**config.mk**
```make
export PLATFORM = sky130hd
export DESIGN_NAME = ship_motion_ctrl
export DESIGN_NICKNAME = d
export VERILOG_FILES = /design/src/rtl/ship_motion_ctrl.sv
export SDC_FILE = /design/constraint.sdc
export NUM_CORES = 1
export LEC_CHECK = 0
export ABC_AREA = 1
export CAP_MARGIN = 20
export CORE_UTILIZATION = 59
export CTS_BUF_LIST = sky130_fd_sc_hd__clkbuf_4 sky130_fd_sc_hd__clkbuf_8
export DETAILED_ROUTE_END_ITERATION = 16
export PLACE_DENSITY = 0.95
export SYNTH_ARGS = -nofsm -noshare
export SYNTH_HDL_FRONTEND = slang
export SYNTH_SLANG_ARGS = --single-unit
```
**constraint.sdc**
```tcl
create_clock -name frame_clk -period 5.1 [get_ports frame_clk]
set_input_delay 1.02 -clock frame_clk [delete_from_list [all_inputs] [get_ports frame_clk]]
set_output_delay 1.02 -clock frame_clk [all_outputs]
set_load 0.05 [all_outputs]
```
**src/rtl/ship_motion_ctrl.sv**
```systemverilog
// Player ship controller: multi-slot key decode, diagonal motion with edge clamp, life/explode/respawn FSM, rate-limited fire.
// Optional build macro SHIP_WRAP_X_EN: horizontal motion wraps around the playfield instead of clamping.
module ship_motion_ctrl #(
    parameter int X_MIN          = 0,
    parameter int X_MAX          = 639,
    parameter int Y_MIN          = 0,
    parameter int Y_MAX          = 479,
    parameter int SHIP_W         = 16,
    parameter int SHIP_H         = 16,
    parameter int SPAWN_X        = 312,
    parameter int SPAWN_Y        = 440,
    parameter int STEP           = 2,
    parameter int LIVES          = 3,
    parameter int EXPLODE_FRAMES = 32,
    parameter int INVULN_FRAMES  = 120,
    parameter int FIRE_COOLDOWN  = 15,
    parameter int BLINK_SHIFT    = 3,
    parameter int KEY_SLOTS      = 2
) (
    input  logic                   Reset,
    input  logic                   frame_clk,
    input  logic [8*KEY_SLOTS-1:0] keycode,
    input  logic [9:0]             DrawX,
    input  logic [9:0]             DrawY,
    input  logic                   ShipColl,
    output logic                   ShipOn,
    output logic [9:0]             ShipDistX,
    output logic [9:0]             ShipDistY,
    output logic [9:0]             ShipX,
    output logic [9:0]             ShipY,
    output logic                   FireReq,
    output logic [1:0]             ShipState,
    output logic [2:0]             Lives
);
    localparam int CNT_MAX = (EXPLODE_FRAMES > INVULN_FRAMES) ? EXPLODE_FRAMES : INVULN_FRAMES;
    localparam int CNT_W0  = $clog2(CNT_MAX);
    localparam int CNT_W   = (CNT_W0 > BLINK_SHIFT) ? CNT_W0 : BLINK_SHIFT + 1;
    localparam int CD_W    = (FIRE_COOLDOWN > 0) ? $clog2(FIRE_COOLDOWN + 1) : 1;

    localparam logic signed [10:0] X_LO   = 11'(X_MIN);
    localparam logic signed [10:0] X_HI   = 11'(X_MAX + 1 - SHIP_W);
    localparam logic signed [10:0] Y_LO   = 11'(Y_MIN);
    localparam logic signed [10:0] Y_HI   = 11'(Y_MAX + 1 - SHIP_H);
    localparam logic signed [10:0] STEP_S = 11'(STEP);
    localparam logic [9:0]  X_LO_V   = 10'(X_MIN);
    localparam logic [9:0]  X_HI_V   = 10'(X_MAX + 1 - SHIP_W);
    localparam logic [9:0]  Y_LO_V   = 10'(Y_MIN);
    localparam logic [9:0]  Y_HI_V   = 10'(Y_MAX + 1 - SHIP_H);
    localparam logic [9:0]  SPAWN_XV = 10'(SPAWN_X);
    localparam logic [9:0]  SPAWN_YV = 10'(SPAWN_Y);
    localparam logic [10:0] SHIP_W_V = 11'(SHIP_W);
    localparam logic [10:0] SHIP_H_V = 11'(SHIP_H);
    localparam logic [2:0]  LIVES_V  = 3'(LIVES);
    localparam logic [CD_W-1:0]  CD_LOAD  = CD_W'(FIRE_COOLDOWN);
    localparam logic [CNT_W-1:0] EXP_LAST = CNT_W'(EXPLODE_FRAMES - 1);
    localparam logic [CNT_W-1:0] INV_LAST = CNT_W'(INVULN_FRAMES - 1);

    typedef enum logic [1:0] {
        ST_ALIVE    = 2'd0,
        ST_DYING    = 2'd1,
        ST_RESPAWN  = 2'd2,
        ST_GAMEOVER = 2'd3
    } state_t;

    state_t           state_q;
    logic [9:0]       x_q, y_q, x_d, y_d;
    logic [2:0]       lives_q;
    logic             fire_q;
    logic [CD_W-1:0]  cd_q;
    logic [CNT_W-1:0] cnt_q;

    logic key_w, key_s, key_a, key_d, key_fire;

    always_comb begin
        key_w    = 1'b0;
        key_s    = 1'b0;
        key_a    = 1'b0;
        key_d    = 1'b0;
        key_fire = 1'b0;
        for (int i = 0; i < KEY_SLOTS; i++) begin
            case (keycode[8*i +: 8])
                8'h1A:   key_w    = 1'b1;
                8'h16:   key_s    = 1'b1;
                8'h04:   key_a    = 1'b1;
                8'h07:   key_d    = 1'b1;
                8'h2C:   key_fire = 1'b1;
                default: ;
            endcase
        end
    end

    // Next position in signed 11 bits so a step below zero is visible before clamping.
    logic signed [10:0] x_s, y_s, nx, ny;

    always_comb begin
        x_s = {1'b0, x_q};
        y_s = {1'b0, y_q};
        nx  = x_s;
        ny  = y_s;
        if (key_d && !key_a)      nx = x_s + STEP_S;
        else if (key_a && !key_d) nx = x_s - STEP_S;
        if (key_s && !key_w)      ny = y_s + STEP_S;
        else if (key_w && !key_s) ny = y_s - STEP_S;
`ifdef SHIP_WRAP_X_EN
        if (nx < X_LO)      x_d = X_HI_V;
        else if (nx > X_HI) x_d = X_LO_V;
        else                x_d = nx[9:0];
`else
        if (nx < X_LO)      x_d = X_LO_V;
        else if (nx > X_HI) x_d = X_HI_V;
        else                x_d = nx[9:0];
`endif
        if (ny < Y_LO)      y_d = Y_LO_V;
        else if (ny > Y_HI) y_d = Y_HI_V;
        else                y_d = ny[9:0];
    end

    always_ff @(posedge frame_clk or posedge Reset) begin
        if (Reset) begin
            state_q <= ST_ALIVE;
            x_q     <= SPAWN_XV;
            y_q     <= SPAWN_YV;
            lives_q <= LIVES_V;
            fire_q  <= 1'b0;
            cd_q    <= '0;
            cnt_q   <= '0;
        end else begin
            fire_q <= 1'b0;
            if (cd_q != '0) cd_q <= cd_q - 1'b1;
            case (state_q)
                ST_ALIVE: begin
                    if (ShipColl) begin
                        state_q <= ST_DYING;
                        lives_q <= lives_q - 3'd1;
                        cnt_q   <= '0;
                        cd_q    <= '0;
                    end else begin
                        x_q <= x_d;
                        y_q <= y_d;
                        if (key_fire && cd_q == '0) begin
                            fire_q <= 1'b1;
                            cd_q   <= CD_LOAD;
                        end
                    end
                end
                ST_DYING: begin
                    if (cnt_q == EXP_LAST) begin
                        cnt_q <= '0;
                        if (lives_q == 3'd0) begin
                            state_q <= ST_GAMEOVER;
                        end else begin
                            state_q <= ST_RESPAWN;
                            x_q     <= SPAWN_XV;
                            y_q     <= SPAWN_YV;
                        end
                    end else begin
                        cnt_q <= cnt_q + 1'b1;
                    end
                end
                ST_RESPAWN: begin
                    x_q <= x_d;
                    y_q <= y_d;
                    if (key_fire && cd_q == '0) begin
                        fire_q <= 1'b1;
                        cd_q   <= CD_LOAD;
                    end
                    if (cnt_q == INV_LAST) begin
                        state_q <= ST_ALIVE;
                        cnt_q   <= '0;
                    end else begin
                        cnt_q <= cnt_q + 1'b1;
                    end
                end
                default: ;
            endcase
        end
    end

    // Unsigned 11-bit offsets: a pixel left of or above the ship fails the >= test first.
    logic [10:0] off_x, off_y;
    logic        inbox, visible;

    assign off_x = {1'b0, DrawX} - {1'b0, x_q};
    assign off_y = {1'b0, DrawY} - {1'b0, y_q};
    assign inbox = (DrawX >= x_q) && (off_x < SHIP_W_V) && (DrawY >= y_q) && (off_y < SHIP_H_V);

    always_comb begin
        case (state_q)
            ST_ALIVE, ST_DYING: visible = 1'b1;
            ST_RESPAWN:         visible = ~cnt_q[BLINK_SHIFT];
            default:            visible = 1'b0;
        endcase
    end

    assign ShipOn    = inbox & visible;
    assign ShipDistX = inbox ? off_x[9:0] : 10'd0;
    assign ShipDistY = inbox ? off_y[9:0] : 10'd0;
    assign ShipX     = x_q;
    assign ShipY     = y_q;
    assign FireReq   = fire_q;
    assign ShipState = state_q;
    assign Lives     = lives_q;
endmodule

```
==> results of run 1 <==
cell type report:
type	instances	area (um^2)
multi-input combinational	527	2950
fill	541	1680
clock inverter	1	5.00
clock buffer	7	83.8
inverter	107	402
timing repair buffer	72	808
sequential	35	890
tap	96	120
worst reg2reg max path: cells and delay by family, from the launching register on:
| kind | cells | cell delay (ns) |
|---|---|---|
| buffers and inverters | 4 | 0.36 |
| DFF | 1 | 0.44 |
| and+or+nand+nor | 7 | 1.12 |
| AOI/OAI and AO/OA | 1 | 0.08 |
| adders and majority gates | 1 | 0.23 |
state kept, by name, indices dropped and copies added (netlist names):
register	cells
ShipState	2
FireReq	1
cnt_q	7
ShipX	9
Lives	3
ShipY	9
cd_q	4
cells by family (layout without fill, tap and decap cells):
| family | Yosys count | after routing |
|---|---|---|
| xor gates and xnor gates | 33 | 33 |
| adders and majority gates | 33 | 33 |
| and+or+nand+nor | 353 | 353 |
| other | 2 | 16 |
| DFF | 35 | 35 |
| AOI/OAI and AO/OA | 92 | 92 |
| buffers and inverters | 129 | 187 |
stage by stage:
step	power, mW	area (um^2)	cells
6_report	1.29	5260	845
5_1_grt	1.37	5260	845
4_1_cts	1.27	5260	845
3_5_place_dp	1.06	5170	837
3_3_place_gp	1.03	5170	837
2_1_floorplan	0.890	4400	691
metal layers:
metal	vias up	GRT usage	routed length, um
met5	-	0	0
met4	0	0.124	340
met3	47	0.0452	862
met2	221	0.543	5480
met1	2096	0.378	4680
li1	2272	-	-
Yosys cell counts (all sizes together) (7+ instances only):
| master | instances |
|---|---|
| buf | 18 |
| nand3 | 60 |
| nor2 | 93 |
| xor2 | 23 |
| dfstp | 11 |
| ha | 31 |
| nand2 | 176 |
| nor3 | 7 |
| o21ai | 31 |
| inv | 104 |
| xnor2 | 10 |
| dfrtp | 24 |
| nand4 | 12 |
| a21oi | 47 |
power groups by stage:
stage	logic (mW)	registers (mW)	clock network [mW]
after CTS	0.692	0.372	0.210
after global routing	0.772	0.378	0.223
final	0.700	0.374	0.212
after global placement	0.654	0.375	0
after detailed placement	0.687	0.377	0
after floorplan	0.468	0.421	0
final timing paths:
kind / start / end / slack, ns / cells after the start
setup reg to reg: ShipState[0]$_DFFE_PP0P_ / ShipY[1]$_DFFE_PP0P_ / 2.78 / 13
setup / recovery: DrawY[2] / ShipOn / 0.45 / 13
hold reg to reg: cnt_q[0]$_DFFE_PP0P_ / cnt_q[0]$_DFFE_PP0P_ / 0.52 / 1
max in group asynchronous: Reset / Lives[1]$_DFFE_PP1P_ / 3.61 / 3
hold / removal: cnt_q[0]$_DFFE_PP0P_ / cnt_q[0]$_DFFE_PP0P_ / 0.52 / 1
min in group asynchronous: Reset / FireReq$_DFF_PP0_ / 1.14 / 3
==> flow_summary.toml, run 1 <==
[yosys]
synth_top_area_frac = 0.138
synth_async_sr_flop_share = 1.00
mappedNetlistArea_um2 = 4340
ys.flop_type = "sky130_fd_sc_hd__dfrtp_1"
yosys_warnings = 0
netlist_top_cells_area = "sky130_fd_sc_hd__dfrtp_1, sky130_fd_sc_hd__nand2_1, sky130_fd_sc_hd__ha_1, sky130_fd_sc_hd__inv_1, sky130_fd_sc_hd__nand3_1"
synth_cell_type_count = 47
synth_compound_area_frac = 0.124
main_combinational_cell_family_by_area_after_synthesis = "simple AND/OR/NAND/NOR gates"
synth_instances = 677
synth_top_area_cell = "sky130_fd_sc_hd__dfrtp_1"
synth-seq-cells = 35
synth.yosys.seq_area_share = 0.205
synth-edff-count = 0
synth_mux_area_frac = 0
yosys.area_share.xor_xnor = 0.0700
yosys.area_share.adder = 0.0985
synthesis.area_per_instance_um2 = 6.41
simple_gate_share_of_the_synthesized_area = 0.373

[sta]
final.setup.tns_ns = 0
fmaxAchievable_ghz = 0.215
minimum_period_implied_by_the_final_worst_setup_slack_ns = 4.65
timing_hold_violations_final = 0
max_slew.worst_pin.slew_ns = 0.553
report.final.slew_viol_count = 0
finalClockSkew_ns = 0.00297
min_period_over_period = 0.911
postLayoutSetupSlackWorst_ns = 0.455
remaining_max_slew_budget_at_the_tightest_pin = 0.628
setup_viol = 0
worst_hold_slack_ns = 0.525
rsz0062_at_grt = "false"

[clocking]
cts_hold_buffers = 0
cts_buffers = 5
clock-sinks = 35
clkTransAtPathRegs_ns = 0.07
htree_levels = 2
cts_setup_buffers = 0
worst_skew_pair.late_latency_ns = 0.30
cts.root.buffer_cell = "sky130_fd_sc_hd__clkbuf_8"
cts_tree = "done"
cts_repair_resize_count = 0
cts.path.max_buffers = 2

[floorplan]
floorplan.rows = 30
io_pins = 86
dieArea_um2 = 7710
core_area_um2 = 6940
floorplan.die.height_um = 87.8
die_w_um = 87.8
initial_utilization = 0.625

[finish]
finish.utilization = 0.757
final_common_cell = "sky130_fd_sc_hd__nand2_1"
final_layout_size_suffix_gt1_frac = 0.109
final_nets = 820
antenna_cells_inserted = 0
flow.area_growth_from_synthesis_pct = 21.1
most-common-layout-cells = "sky130_fd_sc_hd__nand2_1, sky130_fd_sc_hd__inv_1, sky130_fd_sc_hd__nor2_1"

[detailed_routing]
route.vias.total = 4636
wire_per_inst_um = 13.4
detail_routed_via_count_per_cell = 5.49
drc = 0
postRouteAntennaNets = 0
initialDrtViolationCount = 425
drt-total-wl_mm = 11.4
dr.pass1.iters = 5

[pwr]
power.static_leakage_nw = 2.66
part_of_the_total_power_dissipated_in_the_clock_network = 0.165
vdd_drop_max_v = 0.000159
total_switching_power_mw = 0.602
pwr-share-seq = 0.291
combPwrFrac = 0.544
power.switching_fraction = 0.468
power.internal_mw = 0.685
power_per_cell_area_nw_per_um2 = 245

[grt]
grt_remaining_overflow = 0
initial_antenna_violation_count = 0
grt_pass1_wl_mm = 18.8
gr-usage-all-layers = 0.309
first_global_vias = 4310
grt_max_degree = 36

[worst_setup_path]
critPathMostFrequentCell = "sky130_fd_sc_hd__nor2_1"
cp-start-kind = "input pin"
criticalPathCategory = "in2out"
critical_path.slowest_cell = "sky130_fd_sc_hd__clkdlybuf4s50_1"
timing.critical_path.max_delay_family = "simple AND/OR/NAND/NOR gates"
worst_ep_required_time_ns = 4.08
type_of_destination_of_the_critical_path = "output port"
cp_max_fo = 9
worst-endpoint-arrival_ns = 3.63
critical_path.max_stage_delay_ns = 0.41
critPathBufInv = 2
crit_chain = "clkdlybuf4s50_1, ha_1, a21oi_1, nor2_1, nor3_1, xor2_1, nand2_1, nor2_1, nand4_1, nor2_1, nand4_2, nor2_1, buf_12"

[job]
maxCapViolCount = 0

[place]
port_bufs = 71
hpwl_after_detailed_placement_mm = 9.14
dpl_worst_slack_ns = 0.498
gp_routability_congestion = 1.03

[run_status]
status = "finished clean"

[hold_path]
path_category_of_the_worst_min_delay_check = "reg2reg"
(Power assumes the default switching activity.)
==> run 2, diff against run 1 <==
--- a/config.mk
+++ b/config.mk
@@ -6,7 +6,6 @@
 export NUM_CORES = 1
 export LEC_CHECK = 0
 export ABC_AREA = 1
-export CAP_MARGIN = 20
 export CORE_UTILIZATION = 59
 export CTS_BUF_LIST = sky130_fd_sc_hd__clkbuf_4 sky130_fd_sc_hd__clkbuf_8
 export DETAILED_ROUTE_END_ITERATION = 16
==> results of run 2 <==
Same layout as run 1: the final DEF is identical, and so are final timing and power.
